[config.mk]
export PLATFORM = sky130hd
export DESIGN_NAME = brcmp_serial
export DESIGN_NICKNAME = d
export VERILOG_FILES = /design/src/rtl/brcmp_pkg.sv /design/src/rtl/brcmp_serial_cmp_8.sv /design/src/rtl/brcmp_serial.sv
export SDC_FILE = /design/constraint.sdc
export NUM_CORES = 1
export LEC_CHECK = 0
export ABC_AREA = 1
export BUFFER_PORTS_ARGS = -buffer_cell sky130_fd_sc_hd__buf_4
export CORE_MARGIN = 3
export CORE_UTILIZATION = 55
export CTS_CLUSTER_DIAMETER = 100
export DETAILED_ROUTE_END_ITERATION = 16
export PLACE_DENSITY = 0.87
export SLEW_MARGIN = 20
export SYNTH_ARGS = -nofsm -noshare
export SYNTH_HDL_FRONTEND = slang
export SYNTH_HIERARCHICAL = 1
export SYNTH_SLANG_ARGS = --single-unit
[constraint.sdc]
create_clock -name clk_i -period 2.3 [get_ports clk_i]
set_input_delay 0 -clock clk_i [delete_from_list [all_inputs] [get_ports clk_i]]
set_output_delay 0 -clock clk_i [all_outputs]
set_load 0.03 [all_outputs]
[src/rtl/brcmp_pkg.sv]
// Shared types and branch decode for the byte-serial branch comparator.
package brcmp_pkg;

  typedef enum logic [1:0] {IDLE, RUN, DONE} brcmp_state_e;
  typedef enum logic [1:0] {REL_EQ, REL_GT, REL_LT} brcmp_rel_e;

  localparam logic [2:0] F3_BEQ  = 3'b000;
  localparam logic [2:0] F3_BNE  = 3'b001;
  localparam logic [2:0] F3_BLT  = 3'b100;
  localparam logic [2:0] F3_BGE  = 3'b101;
  localparam logic [2:0] F3_BLTU = 3'b110;
  localparam logic [2:0] F3_BGEU = 3'b111;

  function automatic logic branch_taken(input logic [2:0] f3, input brcmp_rel_e rel);
    logic taken;
    taken = 1'b0;
    case (f3)
      F3_BEQ:           taken = (rel == REL_EQ);
      F3_BNE:           taken = (rel != REL_EQ);
      F3_BLT, F3_BLTU:  taken = (rel == REL_LT);
      F3_BGE, F3_BGEU:  taken = (rel != REL_LT);
      default:          taken = 1'b0;
    endcase
    return taken;
  endfunction

endpackage

[src/rtl/brcmp_serial_cmp_8.sv]
// Unsigned 8-bit magnitude compare used for one byte step of the serial walk.
module cmp_8 (
  input  logic [7:0] a_i,
  input  logic [7:0] b_i,
  output logic       gt_o,
  output logic       lt_o
);

  assign gt_o = (a_i > b_i);
  assign lt_o = (a_i < b_i);

endmodule

[src/rtl/brcmp_serial.sv]
// Byte-serial branch comparator: walks operands LSB byte first, each
// more-significant differing byte overrides the running relation.
module brcmp_serial
  import brcmp_pkg::*;
#(
  parameter int WIDTH = 32
) (
  input  logic             clk_i,
  input  logic             rst_ni,
  input  logic             valid_i,
  output logic             ready_o,
  input  logic [WIDTH-1:0] a_i,
  input  logic [WIDTH-1:0] b_i,
  input  logic [2:0]       funct3_i,
  output logic             valid_o,
  input  logic             ready_i,
  output logic             equal_o,
  output logic             alarger_o,
  output logic             blarger_o,
  output logic             taken_o,
  output logic             illegal_o
);

  localparam int NBYTES = WIDTH / 8;
  localparam int IDXW   = (NBYTES > 1) ? $clog2(NBYTES) : 1;

  brcmp_state_e     state_q, state_d;
  brcmp_rel_e       rel_q, rel_d;
  logic [IDXW-1:0]  idx_q, idx_d;
  logic [WIDTH-1:0] a_q, a_d, b_q, b_d;
  logic [2:0]       f3_q, f3_d;

  logic       last_byte;
  logic       sign_swap;
  logic [7:0] byte_a, byte_b;
  logic       byte_gt, byte_lt;

  // Operands shift right each RUN cycle, so the current byte is always [7:0].
  assign last_byte = (idx_q == IDXW'(NBYTES - 1));
  assign sign_swap = last_byte & ~f3_q[1];
  assign byte_a    = {a_q[7] ^ sign_swap, a_q[6:0]};
  assign byte_b    = {b_q[7] ^ sign_swap, b_q[6:0]};

  cmp_8 u_cmp_8 (
    .a_i  (byte_a),
    .b_i  (byte_b),
    .gt_o (byte_gt),
    .lt_o (byte_lt)
  );

  always_comb begin
    state_d = state_q;
    rel_d   = rel_q;
    idx_d   = idx_q;
    a_d     = a_q;
    b_d     = b_q;
    f3_d    = f3_q;
    case (state_q)
      IDLE: begin
        if (valid_i) begin
          a_d     = a_i;
          b_d     = b_i;
          f3_d    = funct3_i;
          rel_d   = REL_EQ;
          idx_d   = '0;
          state_d = RUN;
        end
      end
      RUN: begin
        if (byte_gt) rel_d = REL_GT;
        else if (byte_lt) rel_d = REL_LT;
        a_d = a_q >> 8;
        b_d = b_q >> 8;
        if (last_byte) begin
          idx_d   = '0;
          state_d = DONE;
        end else begin
          idx_d = idx_q + IDXW'(1);
        end
      end
      DONE: begin
        if (ready_i) state_d = IDLE;
      end
      default: state_d = IDLE;
    endcase
  end

  always_ff @(posedge clk_i) begin
    if (!rst_ni) begin
      state_q <= IDLE;
      rel_q   <= REL_EQ;
      idx_q   <= '0;
      a_q     <= '0;
      b_q     <= '0;
      f3_q    <= '0;
    end else begin
      state_q <= state_d;
      rel_q   <= rel_d;
      idx_q   <= idx_d;
      a_q     <= a_d;
      b_q     <= b_d;
      f3_q    <= f3_d;
    end
  end

  // Result flags are only exposed while a result is held in DONE.
  always_comb begin
    ready_o   = 1'b0;
    valid_o   = 1'b0;
    equal_o   = 1'b0;
    alarger_o = 1'b0;
    blarger_o = 1'b0;
    taken_o   = 1'b0;
    illegal_o = 1'b0;
    case (state_q)
      IDLE: ready_o = 1'b1;
      DONE: begin
        valid_o   = 1'b1;
        equal_o   = (rel_q == REL_EQ);
        alarger_o = (rel_q == REL_GT);
        blarger_o = (rel_q == REL_LT);
        taken_o   = branch_taken(f3_q, rel_q);
        illegal_o = (f3_q[2:1] == 2'b01);
      end
      default: ;
    endcase
  end

endmodule

[After elaboration in Yosys (flattened, before gate mapping)]
Index checks and enable logic that the tools add are counted.
Widths: inputs -> output; s select.
Word-level totals
  register bits after elaboration: 73
  latch bits: 0
  memory bits (writable): 0
  ROM bits: 0
  bits of input ports: 71
  output and inout bits: 7
  logic and storage cells: 62
  memories: 0
Operators by class
  add/sub/neg operators: 1
  multiply operators: 0
  divide/modulo/power cells: 0
  $lt $le $gt $ge: 2
  eq/ne operators: 16
  shifts and indexed selects: 0
  mux-type cells: 22
  bitwise gates (word level): 4
  reductions and logical operators: 11
Operators with widths (count)
  $pmux 32 s2: 2
  $mux 32: 2
  $mux 2: 7
  $eq 3x3->1 const B: 4
  $gt 8x8->1: 1
  $lt 8x8->1: 1
  $ne 2x2->1 const B: 4
  $pmux 2 s2: 2
  $mux 1: 7
  $eq 2x1->1 const B: 3
  $eq 2x2->1 const B: 3
  $pmux 2 s3: 1
  $reduce_and 3->1: 2
  $logic_not 2->1: 2
  $pmux 1 s4: 1
  $reduce_and 2->1: 2
  $reduce_bool 2->1: 2
  $reduce_or 2->1: 2
  $eq 3x1->1 const B: 1
  $logic_not 3->1: 1
  $ne 3x3->1 const B: 1
  $add 2x1->2 const B: 1
  $xor 1x1->1: 2
  $and 1x1->1: 1
  $not 1->1: 1

[Longest topological paths before layout]
  depth in word-level cells: 7
  gate-level depth with buffers: 16
  mapped depth without buffers: 16

[Hierarchy]
The synthesis kept the hierarchy.
Modules (own cells, without submodules)
  brcmp_serial: times used 1, cells each 569, area an instance 3462.1 um2, seq. area each 1461.4 um2
  cmp_8: times used 1, cells each 38, area an instance 226.5 um2, seq. area each 0.0 um2

[Worst setup path after synthesis]
OpenSTA, ideal clock, no wires.
  path kind: register -> register
  from: register idx_q[0]
  to: register rel_q[1]
  setup time: 0.110 ns
  data arrival time: 1.767 ns
  required time: 2.190 ns
  setup slack: 0.423 ns
  stages on the path, launching flop included: 17
  buffers on the path: 0
  clock period less this slack: 1.877 ns
  cell sequence: dfxtp_1 > ha_1 > nand2_1 > xor2_1 > inv_1 > ha_1 > nand2_1 > nor2_2 > nand3_1 > nor2_1 > a21oi_1 > inv_1 > nand2_1 > nand2_1 > nand3_1 > nand3_1 > inv_1
On the way
  cells in the longest elaborated chain, start to end: 6
  elaborated cells on any way between the ends: 10
  those cells by class: order compare: 2; eq/ne: 2; mux: 2; bitwise: 3; reduce/logical: 1
Ends and longest elaborated chain
  from (decl): RTL line brcmp_serial.sv:29  | logic [IDXW-1:0] idx_q, idx_d;
  from (signal assigned): RTL line brcmp_serial.sv:99  | idx_q <= idx_d;
  $eq 2x2->1 *: RTL line brcmp_serial.sv:39  | assign last_byte = (idx_q == IDXW'(NBYTES - 1));
  $and 1x1->1 *: RTL line brcmp_serial.sv:40  | assign sign_swap = last_byte & ~f3_q[1];
  $xor 1x1->1 *: RTL line brcmp_serial.sv:42  | assign byte_b = {b_q[7] ^ sign_swap, b_q[6:0]};
  via byte_b[7]: RTL line brcmp_serial.sv:35  | logic [7:0] byte_a, byte_b;
  $gt 8x8->1 *: RTL line brcmp_serial_cmp_8.sv:9  | assign gt_o = (a_i > b_i);
  via byte_gt: RTL line brcmp_serial.sv:36  | logic byte_gt, byte_lt;
  $ne 3x3->1 (no line) or $mux 2 (tied branches)
  $reduce_and 3->1 (no line) or $pmux 2 s2 (tied branches)
  to (signal assigned): RTL line brcmp_serial.sv:98  | rel_q <= rel_d;
  to (decl): RTL line brcmp_serial.sv:28  | brcmp_rel_e rel_q, rel_d;
Mark *: on every way through the listed nets, which the timed path passes. The rest lies on a longest branch.
A chain may end at the register's enable or synchronous reset.

[Final worst setup path]
Ends and elaborated chain as after synthesis.

==> metrics <==
initial antenna violation count 0; fin nets ~800; hold slack 8.588 ps; Post-DP HPWL 5.631 mm; Via-to-Cell Ratio 4.960; Clock Path Buffers 2; Pleak between 2 and 3 nW; Int Pwr roughly 2.4 mW; fmax 487.0 MHz; Final Skew 11.78 ps; Critical Path Start idx_q[0]; clk_lat worst skew 350 ps; Arr. time, crit path 2300 ps; metal1 wirelength slightly above 4 mm; most common cell after layout, fill and taps aside nand2_1; Slew Limit Fails 0; Synth area leader dfxtp_1; Comb power frac 22.5%; min Tclk post-route 2054 ps; Switching Share ~28%; status finished, final reports clean; Clk pwr share 34.7%; Layout area overhead 38.20%; Post-Synthesis Net Count 687; register area share after synthesis 39.62%; top cell type's share of synthesized area 39.62%; peak fanout along the critical path 3; DRT iter0 DRCs approximately 230; Worst VDD drop 0.5025 mV; routability cong. 0.7937; # setup viols final 0; post-CTS setup buffer count 0; synthesized area 0.003689 mm²; # diodes 0; Worst setup SP type flip-flop; Die H 87.89 µm; largest net degree at the start of global routing 115; number of nets with antenna violations after routing 0; power per cell area 651.3 mW/mm²; top-level I/O count 78; Fin. Hold Viols 0; worst-path cell chain ha_2 -> nand2_2 -> xor2_1 -> inv_1 -> ha_1 -> nand2_1 -> nor2_2 -> nand3_1 -> nor2_1 -> a21oi_1 -> inv_1 -> nand2_1 -> nand2_1 -> nand3_1 -> nand3_1 -> inv_1; Initial Utilization 57.43%; number of H-tree levels 3; WL met2 5.048 mm; DR WL met3 576 µm; share of layout cells above drive strength 1 14.21%; DR top layer met4; CP Capture Type flip-flop; Root Driver clkbuf_8; clk slew on worst S/H paths roughly 80 ps; Cell Rows 29; TNS Setup 0 ps; Final Core Density 79.37%; Switch Pwr between 0.9 and 1 mW; final wirelength 9.973 mm; max cap viols 0; drt wl/cell 12.33 µm; Post-Synthesis Mean Instance Area a little over 6 µm²; Die Span X 87.89 µm; synthesis warning total 6; Least-Margin Pin Slew 681.4 ps; Post-Syn Instances 607; WS Path Type reg2reg; synth top area cells dfxtp_1 (40%), nand2_1 (23%), nor2_1 (11%); DRC 0; Num CTS Buffers 9; Via Count 4013; CP Depth 16; Top Family by Delay on Critical Path simple AND/OR/NAND/NOR gates; worst reg-to-reg path cell count 16; Hold Startpoint a_i[2]; core area 0.006422 mm²; Reg2Reg Launch Point idx_q[0]; first-pass GRT wire length 16.88 mm; GRT Residual Overflow 0; clock sink count 73; vias in the first global route 3842; Port Buffer Count 77; gr usage total 27.83%; CTS tree built; RSZ-0062 raised after global routing false; DR pass1 iterations 5; most frequent cells in the layout nand2_1 (228), nor2_1 (111), buf_4 (81); Sequential Power Share a little over two fifths; Yosys cell types 20; relative slew slack a little over half; CP Buf/Inv Count 3; CP max stage delay 360 ps; Slowest-stage cell, CP dfxtp_1; die area 0.007725 mm²; Fill cells 419; hold path depth 5; hold crit path type in2reg; Required @ worst endpoint between 2000 and 3000 ps; #FFs+latches synth 73; post-route clock period utilization 89.29%
## what timing repair did
action                                  4_1_cts  5_1_grt
hold buffers                                 58        0
endpoints found under the hold margin        58        0
endpoints found under the setup margin        0        2
gates resized for setup                       0        2
## synthesized netlist by cell type, drive strengths merged
master	number
nand2	231
nor2	112
inv	74
dfxtp	73
o21ai	36
a21oi	26
buf	16
clkbuf	15
ha	9
nand3	8
nor3	2
xor2	2
a21o	1
and2	1
o21a	1
## stage by stage
stage	instance area, µm²	power [mW]	std cells	worst slack [ps]
floorplan	3689	1.894	607	422.6
global placement	4282	2.061	735	348.7
detailed placement	4282	2.086	735	260.1
CTS	5092	3.303	809	207.1
global route	5097	3.503	809	9.601
finish	5097	3.320	809	246.4
## area by class of cell
cell class	instances	area, µm²	share of cell area (%)
flip-flops and latches	73	1461	28.67
clock buffers	12	155.1	3.044
clock inverters	4	75.07	1.473
well taps	77	96.34	1.890
multi-input cells	429	1823	35.76
repair buffers	140	1209	23.71
inverters	74	277.8	5.449
## worst min-delay path: cells and delay by family
family | cells | cell delay, ps
AOI/OAI and AO/OA | 1 | 80
buffers and inverters | 1 | 80
and+or+nand+nor | 3 | 170
## power groups by stage
stage / sequential, mW / clock (mW) / combinational [mW]
6_report: 1.42 / 1.15 / 0.747
4_1_cts: 1.42 / 1.16 / 0.725
5_1_grt: 1.43 / 1.22 / 0.852
2_1_floorplan: 1.44 / 0 / 0.458
3_5_place_dp: 1.45 / 0 / 0.638
3_3_place_gp: 1.44 / 0 / 0.617
## final timing paths
| path | slack (ps) | endpoint |
|---|---|---|
| setup / recovery | 250 | rel_q[1] |
| hold reg to reg | 470 | a_q[28] |
| hold / removal | 9 | a_q[2] |
| setup reg to reg | 250 | rel_q[1] |
## per-layer routing
layer	vias up	global-route usage [%]
met1	1774	32.85
met5	-	0
met2	161	48.56
li1	2045	-
met3	33	5.456
met4	0	12.69
## state kept, by name, indices dropped and copies added (netlist names)
register	flops
a_q	32
rel_q	2
b_q	32
f3_q	3
state_q	2
idx_q	2
## logic make-up (layout without fill, tap and decap cells)
logic type      Yosys count  after routing  share of synthesized area, %
compound gates           64             64                         8.921
xor+xnor                  2              2                        0.4750
flops                    73             73                         39.62
simple gates            354            354                         36.57
fa+ha+maj                 9              9                         3.053
buf+inv                 105            230                         11.36
(Power assumes the default switching activity.)
